--- config.mk ---
export PLATFORM = sky130hd
export DESIGN_NAME = pipe_alu
export DESIGN_NICKNAME = d
export VERILOG_FILES = /design/src/rtl/pipe_alu.sv
export SDC_FILE = /design/constraint.sdc
export NUM_CORES = 1
export LEC_CHECK = 0
export CORE_ASPECT_RATIO = 0.75
export CORE_MARGIN = 2
export CORE_UTILIZATION = 60
export DETAILED_ROUTE_END_ITERATION = 8
export DONT_BUFFER_PORTS = 1
export GPL_ROUTABILITY_DRIVEN = 0
export HOLD_SLACK_MARGIN = 0.08
export MAX_ROUTING_LAYER = met4
export PLACE_DENSITY = 0.76
export SYNTH_ARGS = -nofsm -noshare
export SYNTH_HDL_FRONTEND = slang
export SYNTH_SLANG_ARGS = --single-unit
--- constraint.sdc ---
create_clock -name clk -period 4.85 [get_ports clk]
set_input_delay 0 -clock clk [delete_from_list [all_inputs] [get_ports clk]]
set_output_delay 0 -clock clk [all_outputs]
set_load 0.05 [all_outputs]
--- src/rtl/pipe_alu.sv ---
// Single-stage ALU with a one-entry valid/ready output register and an accumulator.
// Optional build macro PIPE_ALU_SAT_EN: saturating ADD/ACC/SUB instead of wrap-around.
module pipe_alu #(
    parameter int WIDTH = 8
) (
    input  logic             clk,
    input  logic             rst_n,
    input  logic             in_valid,
    output logic             in_ready,
    input  logic [2:0]       op,
    input  logic [WIDTH-1:0] a,
    input  logic [WIDTH-1:0] b,
    output logic             out_valid,
    input  logic             out_ready,
    output logic [WIDTH-1:0] result,
    output logic             cout,
    output logic             zero,
    output logic [WIDTH-1:0] acc
);

    localparam logic [2:0] OP_ADD = 3'b000;
    localparam logic [2:0] OP_SUB = 3'b001;
    localparam logic [2:0] OP_AND = 3'b010;
    localparam logic [2:0] OP_XOR = 3'b011;
    localparam logic [2:0] OP_OR  = 3'b100;
    localparam logic [2:0] OP_ACC = 3'b101;
    localparam logic [2:0] OP_CLR = 3'b110;
    localparam logic [2:0] OP_RD  = 3'b111;

    // Carry-out in bit WIDTH selects saturation to all-ones when enabled.
    function automatic logic [WIDTH-1:0] sat_carry(input logic [WIDTH:0] s);
`ifdef PIPE_ALU_SAT_EN
        return s[WIDTH] ? {WIDTH{1'b1}} : s[WIDTH-1:0];
`else
        return s[WIDTH-1:0];
`endif
    endfunction

    // Borrow in bit WIDTH selects clamping to zero when enabled.
    function automatic logic [WIDTH-1:0] sat_borrow(input logic [WIDTH:0] d);
`ifdef PIPE_ALU_SAT_EN
        return d[WIDTH] ? {WIDTH{1'b0}} : d[WIDTH-1:0];
`else
        return d[WIDTH-1:0];
`endif
    endfunction

    logic             out_valid_q;
    logic [WIDTH-1:0] result_q, result_d;
    logic             cout_q, cout_d;
    logic [WIDTH-1:0] acc_q, acc_d;

    logic             accept;
    logic [WIDTH:0]   add_s;
    logic [WIDTH:0]   acc_s;
    logic [WIDTH:0]   sub_s;

    assign in_ready = !out_valid_q || out_ready;
    assign accept   = in_valid && in_ready;

    assign add_s = {1'b0, a} + {1'b0, b};
    assign acc_s = {1'b0, acc_q} + {1'b0, a};
    assign sub_s = {1'b0, a} - {1'b0, b};

    always_comb begin
        result_d = '0;
        cout_d   = 1'b0;
        acc_d    = acc_q;
        case (op)
            OP_ADD: begin
                result_d = sat_carry(add_s);
                cout_d   = add_s[WIDTH];
            end
            OP_SUB: begin
                result_d = sat_borrow(sub_s);
                cout_d   = sub_s[WIDTH];
            end
            OP_AND: result_d = a & b;
            OP_XOR: result_d = a ^ b;
            OP_OR:  result_d = a | b;
            OP_ACC: begin
                result_d = sat_carry(acc_s);
                cout_d   = acc_s[WIDTH];
                acc_d    = sat_carry(acc_s);
            end
            OP_CLR: begin
                result_d = '0;
                acc_d    = '0;
            end
            OP_RD:  result_d = acc_q;
            default: result_d = '0;
        endcase
    end

    // Output register stage: loads on accept, drains on consume-only.
    always_ff @(posedge clk) begin
        if (!rst_n) begin
            out_valid_q <= 1'b0;
            result_q    <= '0;
            cout_q      <= 1'b0;
            acc_q       <= '0;
        end else if (accept) begin
            out_valid_q <= 1'b1;
            result_q    <= result_d;
            cout_q      <= cout_d;
            acc_q       <= acc_d;
        end else if (out_valid_q && out_ready) begin
            out_valid_q <= 1'b0;
        end
    end

    assign out_valid = out_valid_q;
    assign result    = result_q;
    assign cout      = cout_q;
    assign zero      = (result_q == '0);
    assign acc       = acc_q;

endmodule
### Yosys cells after proc, flatten, opt, wreduce, memory -nomap -nowiden

Index checks and enable logic that the tools add are counted.

| storage, ports and cells | value |
|---|---|
| logic and storage cells | 31 |
| register bits after elaboration | 18 |
| output and inout bits | 20 |
| bits of input ports | 23 |

| cells by class | value |
|---|---|
| eq/ne operators | 7 |
| reductions and logical operators | 9 |
| bitwise logic cells | 3 |
| add/sub/neg operators | 3 |
| multiplexer cells | 5 |

Operators by type and width:

| operator | number |
|---|---|
| 8-bit case mux with 8 select lines | 1 |
| 8-bit by 8-bit adder with 9-bit output | 2 |
| 8-bit case mux with 2 select lines | 1 |
| 3-bit == test, second input constant | 4 |
| 8-bit by 8-bit subtractor with 9-bit output | 1 |
| 8-bit bitwise AND | 1 |
| 8-bit logical NOT | 1 |
| 8-bit bitwise OR | 1 |
| 8-bit bitwise XOR | 1 |
| 3-bit by 2-bit == test with 1-bit output, second input constant | 2 |
| 2-bit nonzero test | 2 |
| 3-bit by 1-bit == test with 1-bit output, second input constant | 1 |
| 3-bit logical NOT | 1 |
| 1-bit case mux with 3 select lines | 1 |
| 1-bit logical AND | 2 |
| 1-bit two-way mux | 2 |
| 2-bit AND reduction | 1 |
| 1-bit logical NOT | 1 |
| 1-bit logical OR | 1 |

### Longest topological paths before layout

Gate-level depths: netlist of the first run.

| logic depth | value |
|---|---|
| word-level depth | 4 |
| depth in mapped cells | 9 |
| mapped depth without buffers | 9 |

### Worst setup path before layout of the first run

No wires, ideal clock.

| timing path | value |
|---|---|
| kind | reg2reg |
| start point | register acc_q[1], in the netlist acc[1] |
| end point | register result_q[7], in the netlist result[7] |
| required time | 4.773 ns |
| clock period less this slack | 2.170 ns |
| stages on the path, launching flop included | 8 |
| path buffers | 0 |
| arrival | 2.094 ns |
| slack | 2.680 ns |
| cells stage by stage | dfxtp_1 -> ha_1 -> a211oi_1 -> o211ai_1 -> o21ai_1 -> xor2_1 -> a221o_1 -> a41oi_2 |

| on the way | value |
|---|---|
| word-level cells in the longest chain between the ends | 2 |

Ends and longest elaborated chain:

| item | RTL line | text |
|---|---|---|
| start, declared | 51 | `logic [WIDTH-1:0] acc_q, acc_d;` |
| start signal, assigned | 101 | `acc_q <= '0;` |
| start signal, assigned | 106 | `acc_q <= acc_d;` |
| 8-bit by 8-bit adder with 9-bit output | 62 | `assign acc_s = {1'b0, acc_q} + {1'b0, a};` |
| 8-bit case mux with 8 select lines | 69 | `case (op)` |
| end signal, assigned | 104 | `result_q <= result_d;` |
| end, declared | 49 | `logic [WIDTH-1:0] result_q, result_d;` |

No other way between the ends.
A chain may end at the register's enable or synchronous reset.

### Worst setup path in the final report of the first run

Ends and elaborated chain as after synthesis.

==> results of run 1 <==
stage by stage:
stage                     power [uW]  hold slack, ns  util [%]  instances
after global placement           358           0.126      58.6        336
final                            493          0.0841      61.3        345
after CTS                        491          0.0800      61.3        345
after detailed placement         361           0.128      58.6        336
after floorplan                  353           0.139         -        299
after global routing             519          0.0870      61.3        345
layer usage:
layer	routed length [um]	track usage, %	up-vias	part of all wire [%]
met5	0	-	-	0
met4	70	3.06	0	1.2
met3	489	5.49	8	8.1
met2	2780	45.3	83	46
met1	2710	37.2	1040	45
li1	-	-	1076	-
power by group through the flow:
stage          clock network [uW]  logic, uW  registers [uW]
2_1_floorplan                   0        161             192
3_3_place_gp                    0        164             194
3_5_place_dp                    0        167             194
4_1_cts                       124        176             191
5_1_grt                       130        197             192
6_report                      123        178             191
worst max-delay path, stage by stage, from the launching register on:
cell and delay [ns]:
dfxtp_1 0.75, ha_1 0.37, a211oi_1 0.36, o211ai_1 0.16
o21ai_1 0.11, xor2_1 0.10, a221o_1 0.36, a41oi_2 0.15
state kept, by name, summed over array words and instances, names as in the netlist:
| register | cells |
|---|---|
| acc | 8 |
| result | 8 |
| cout | 1 |
| out_valid | 1 |
final cells by class:
class                      count  area [sq um]
tap                           55          68.8
sequential                    18           360
multi-input combinational    237          1810
clock buffer                   4          55.1
fill                         347          1540
inverter                      26          97.6
timing repair buffer           5          50.0
worst min path at each step:
stage / start / to / slack [ns] / cells past startpoint
after global placement: rst_n / result[1] / 0.13 / 1
after global routing: op[1] / result[4] / 0.09 / 3
after CTS: op[2] / acc[7] / 0.08 / 3
after detailed placement: rst_n / result[1] / 0.13 / 1
final: op[2] / acc[7] / 0.08 / 3
after floorplan: in_valid / out_valid / 0.14 / 2
cells in the final DEF, fill, tap and decap left out, types with 2 or more instances in the layout:
master and count:
a21o_1 2, o21ai_0 18, mux2i_1 5, a211o_1 2, inv_1 25, a31oi_1 3
nand2_1 14, xnor2_1 5, clkbuf_8 4, or4_1 5, nand3_1 9, ha_1 32
o211ai_2 2, xor2_1 6, a211oi_1 6, dfxtp_1 18, o31ai_1 7, a32oi_1 3
a221oi_1 2, a21boi_0 2, nor2_1 19, o211ai_1 10, o22ai_1 2, a22oi_1 9
o21ai_1 2, nor2b_1 11, o21a_1 3, nor3_1 5, nand2b_1 2, o21bai_1 4
dlygate4sd3_1 5, fa_1 3, a21boi_1 2, a21oi_1 18, and2_1 2
cell families (layout without fill, tap and decap cells):
family / Yosys count / count (layout)
adder cells (fa/ha/maj): 35 / 35
buffers and inverters: 44 / 35
flip-flops: 18 / 18
AND/OR/NAND/NOR: 77 / 77
AO/OA/AOI/OAI: 108 / 108
XOR/XNOR: 11 / 11
multiplexers: 6 / 6
timing repair:
item                      4_1_cts  5_1_grt
buffers inserted                0        0
hold endpoints to repair       18        0
hold buffers                    5        0
==> out/results.ini, run 1 <==
[sta]
max_clock_freq_mhz = 413
relSlewSlack_pct = 41.9
maxSlewViolCount = 0
rsz0062_at_grt = no
finClkSkew_ns = 0.00625
fin_ws_ns = 2.43
min_period_over_period_pct = 49.9
tns_ns = 0
final-hold-violation-count = 0
worst_pin_slew_ns = 0.868
setup_viol = 0
min_period_ns = 2.42

[setup_path]
r2r_cells = 7
startpoint_type = register
ff2ff_setup_slack_ns = 2.43
worst-endpoint-required_ns = 5.04
r2r-end = result[7]
cp-end-kind = register
timing.rr.start = acc[1]
critPathKind = reg -> reg
worst-path-max-fanout = 5
cp-endpoint = result[7]
crit_start = acc[1]
arrival_ns = 2.61

[global_routing]
grt_remaining_overflow = 0
grt_max_degree = 27
grt_pass1_vias = 2029
grt_pass1_wl_mm = 9.85
grtUsageTotal_pct = 27.7
antenna_found_initial = 0

[cts]
cts_buffers = 3
cts_sinks = 18
clk_path_buf_depth = 2
insertion_delay_ns = 0.26
root_buffer = clkbuf_8
clkTransAtPathRegs_ns = 0.07
htree_num_levels = 1
cts_tree = built
cts_resized = 0

[routing]
wl_mm = 6.05
firstDrtPassIters = 5
wire_per_inst_um = 17.5
drc_errors = 0
drt-initial-drc-count = 192
routed_via_density = 6.40
drt.antenna.violating_nets = 0
vias = 2207

[pwr]
power_leakage_uw = 0.000999
p_clk_share_pct = 25.1
pwr-share-seq_pct = 38.8
power_density_nw_per_um2 = 202
vdd_ir_drop_max_mv = 0.128
p_int_uw = 300
switching_power_uw = 193
comb_power_share_pct = 36.1
switching_share_pct = 39.1

[synth]
synth_nets = 357
synth_edf_count = 0
synth_top_cell_by_area = ha_1
synth_top_family_by_area = compound AO/OA/AOI/OAI gates
yosysSeqAreaShare_pct = 14.8
synth.most_common_cell = ha_1
synth_seq_cells = 18
syn_area_sq_um = 2440
synth-xor-area-share_pct = 3.95
synth_area_leaders = ha_1, dfxtp_1, inv_1
async_flop_share_pct = 0
ys_warn_count = 0
synthFlopType = dfxtp_1
netlist-cell-type-count = 62
synth_top_area_share_pct = 16.4
synth_adder_area_share_pct = 18.9
synthMuxAreaShare_pct = 2.52
synth_compound_area_share_pct = 31.8
avgSynthCellArea_sq_um = 8.15
syn-instance-count = 299
yosys-top-cells-count = ha_1, inv_1, nor2_1
synthSimpleGateAreaFrac_pct = 16.9

[cells_and_area]
diodes = 0
final_area_sq_um = 2440
layout-drive-gt1-share_pct = 6.21
final_nets = 349
areaGrowthSynthToFinish_pct = 0.0515

[hold_path]
hp-class = in -> reg

[die]
die_h_um = 59.2
io_pins = 43
design.core.area_sq_um = 3980
initial_utilization_pct = 61.2
fp.dieW_um = 77.6
die_area_sq_um = 4590
rows = 20

[status]
run_status = complete, no violations

[placed_design]
io_buffers = 0
dp_slack_ns = 2.45
detailed_place_hpwl_mm = 4.49
place_area_sq_um = 2330

[run]
drv_cap = 0

No activity file was read; power rests on OpenSTA's default activity.
==> inputs of run 2 (changes only) <==
- ABC_AREA: default -> 1
- CORE_UTILIZATION: 60 -> 59
- PLACE_DENSITY: 0.76 -> 0.78
- clock period: 4.85 -> 2 ns (I/O delays scaled with it)
==> run 2 against run 1 <==
First-iteration DRC count up 75%. Die area is 4.2% lower. Area after synthesis down 6.1%. Sequential power increased by 130%. Critical path type unchanged.
==> out/results.ini, run 2 <==
[routing]
vias = 2594  ; +18%
routed.top_layer = met4
wl_mm = 7.01  ; +16%
drt-initial-drc-count = 336  ; +75%
drt.antenna.violating_nets = 0  ; unchanged
firstDrtPassIters = 5  ; unchanged
wire_per_inst_um = 16.1  ; -7.9%
wl_met3_um = 936  ; +91%
wl_met2_mm = 2.95  ; +6.1%
drc_errors = 0  ; unchanged
wl_met1_mm = 2.99  ; +10%
routed_via_density = 5.98  ; -6.6%

[sta]
min_period_over_period_pct = 95.9  ; +46 points
setup_viol = 0  ; unchanged
max_clock_freq_mhz = 521  ; +26%
rsz0062_at_grt = no
fin_ws_ns = 0.0820  ; -2.35 ns
maxSlewViolCount = 0  ; unchanged
final-hold-violation-count = 0  ; unchanged
finClkSkew_ns = 0.00820  ; +0.00195 ns
min_period_ns = 1.92  ; -0.501 ns
worst_pin_slew_ns = 0.619  ; -0.249 ns
relSlewSlack_pct = 58.7  ; +17 points
tns_ns = 0  ; unchanged

[setup_path]
worst-endpoint-required_ns = 2.16  ; -2.88 ns
arrival_ns = 2.08  ; -0.53 ns
worst-path-max-fanout = 11  ; +6
startpoint_type = register
critPathKind = reg -> reg
r2r_cells = 8  ; +1
cp-end-kind = register

[cells_and_area]
seq_area_sq_um = 360  ; unchanged
layout-drive-gt1-share_pct = 8.90  ; +2.7 points
multi_input_area_sq_um = 1680  ; -7.0%
final.fill_count = 344  ; -0.86%
areaGrowthSynthToFinish_pct = 9.79
final_nets = 441  ; +26%
layout_common_cells = nand2_1, inv_1, nand3_1
mostFrequentLayoutCell = nand2_1
diodes = 0  ; unchanged

[global_routing]
grt_pass1_vias = 2353  ; +16%
grtUsageTotal_pct = 33.6  ; +5.8 points
antenna_found_initial = 0  ; unchanged
grt_remaining_overflow = 0  ; unchanged
grt_max_degree = 14  ; -48%
grt_pass1_wl_mm = 11.3  ; +15%

[die]
die_area_sq_um = 4400  ; -4.2%
initial_utilization_pct = 62.1  ; +0.88 points
fp.dieW_um = 75.9  ; -2.1%
io_pins = 43  ; unchanged
design.core.area_sq_um = 3680  ; -7.4%
die_h_um = 57.9  ; -2.1%
rows = 19  ; -5.0%

[synth]
synth_area_leaders = ha_1, dfxtp_1, nand2_1
synth_nets = 425  ; +19%
synthFlopType = dfxtp_1
synth_top_cell_by_area = ha_1
synth_adder_area_share_pct = 20.1  ; +1.2 points
synth_top_family_by_area = simple AND/OR/NAND/NOR gates
synth_top_area_share_pct = 17.5  ; +1.1 points
synth_edf_count = 0  ; unchanged
syn-instance-count = 367  ; +23%
synthSimpleGateAreaFrac_pct = 36.6  ; +20 points
synth.most_common_cell = nand2_1
yosys-top-cells-count = nand2_1, inv_1, nand3_1
avgSynthCellArea_sq_um = 6.24  ; -23%
netlist-cell-type-count = 37  ; -40%
synth-xor-area-share_pct = 1.53  ; -2.4 points
yosysSeqAreaShare_pct = 15.7  ; +0.95 points
synth_compound_area_share_pct = 14.9  ; -17 points
ys_warn_count = 0  ; unchanged
async_flop_share_pct = 0  ; unchanged
synthMuxAreaShare_pct = 0  ; -2.5 points
syn_area_sq_um = 2290  ; -6.1%
synth_seq_cells = 18  ; unchanged

[cts]
clk_path_buf_depth = 2  ; unchanged
cts_buffers = 3  ; unchanged
root_buffer = clkbuf_8
insertion_delay_ns = 0.27  ; about the same
cts_tree = built
cts_sinks = 18  ; unchanged
htree_num_levels = 1  ; unchanged
clkTransAtPathRegs_ns = 0.08  ; about the same

[status]
run_status = complete, no violations

[placed_design]
detailed_place_hpwl_mm = 5.41  ; +20%
io_buffers = 0  ; unchanged
dp_slack_ns = 0.224  ; -2.23 ns

[pwr]
p_clk_share_pct = 26.1  ; +1.0 points
comb_power_share_pct = 37.6  ; +1.5 points
vdd_ir_drop_max_mv = 0.432  ; +240%
power_leakage_uw = 0.00128  ; +28%
switching_share_pct = 42.1  ; +3.0 points
p_int_uw = 705  ; +130%
switching_power_uw = 512  ; +170%
power_density_nw_per_um2 = 485  ; +140%
pwr-share-seq_pct = 36.4  ; -2.4 points

[run]
drv_cap = 0  ; unchanged

[hold_path]
hp-class = in -> reg
hold_depth = 3  ; unchanged

## run 2: layout make-up
class / instances / area share, %
Timing Repair Buffer: 16 / 5.18
Inverter: 59 / 8.86
Tap cell: 52 / 2.59
Clock buffer: 4 / 2.19
Sequential cell: 18 / 14.3
Multi-Input combinational cell: 285 / 66.8
## run 2: critical path, cell delays in order (launching register included)
cell           delay [ns]
dfxtp_1              0.33
nand2_1              0.07
nand2_1              0.06
buf_4                0.20
inv_1                0.10
buf_4                0.19
o21ai_1              0.20
a21oi_1              0.09
dlygate4sd3_1        0.58
## run 2: power groups by stage
| stage | clock network (uW) | registers, uW | logic [uW] |
|---|---|---|---|
| 2_1_floorplan | 0 | 462 | 323 |
| 3_3_place_gp | 0 | 450 | 424 |
| 3_5_place_dp | 0 | 451 | 428 |
| 4_1_cts | 320 | 442 | 442 |
| 5_1_grt | 335 | 445 | 505 |
| 6_report | 317 | 443 | 458 |
## run 2: worst paths after layout
path / startpoint / end / slack [ns]
setup reg to reg: out_valid / result[0] / 0.08
hold reg to reg: acc[1] / acc[1] / 0.57
setup / recovery: out_valid / result[0] / 0.08
hold / removal: in_valid / out_valid / 0.11
## run 2: cell families (layout without fill, tap and decap cells)
kind of cell | Yosys count | count (layout)
AND/OR/NAND/NOR | 185 | 185
AO/OA/AOI/OAI | 61 | 61
adder cells (fa/ha/maj) | 35 | 35
flip-flops | 18 | 18
buffers and inverters | 64 | 79
XOR/XNOR | 4 | 4
## run 2: metal layers
| layer | global-route usage, % | vias up |
|---|---|---|
| li1 | - | 1236 |
| met1 | 46.3 | 1162 |
| met2 | 50.3 | 178 |
| met5 | - | - |
| met4 | 8.31 | 0 |
| met3 | 7.79 | 18 |
## run 2: timing repair
item | 4_1_cts | 5_1_grt
hold buffers | 4 | 0
setup buffers | 0 | 0
gates resized for setup | 0 | 2
endpoints found under the hold margin | 9 | 0
endpoints found under the setup margin | 0 | 2
## run 2: per-stage QoR
stage / instance area, sq um / instances / utilization, % / hold WS [ns] / total power [uW]
floorplan: 2290 / 367 / - / 0.138 / 785
global placement: 2410 / 426 / 65.5 / 0.154 / 874
detailed placement: 2410 / 426 / 65.5 / 0.160 / 879
CTS: 2510 / 434 / 68.0 / 0.0948 / 1200
global route: 2510 / 434 / 68.2 / 0.112 / 1280
finish: 2510 / 434 / 68.2 / 0.114 / 1220
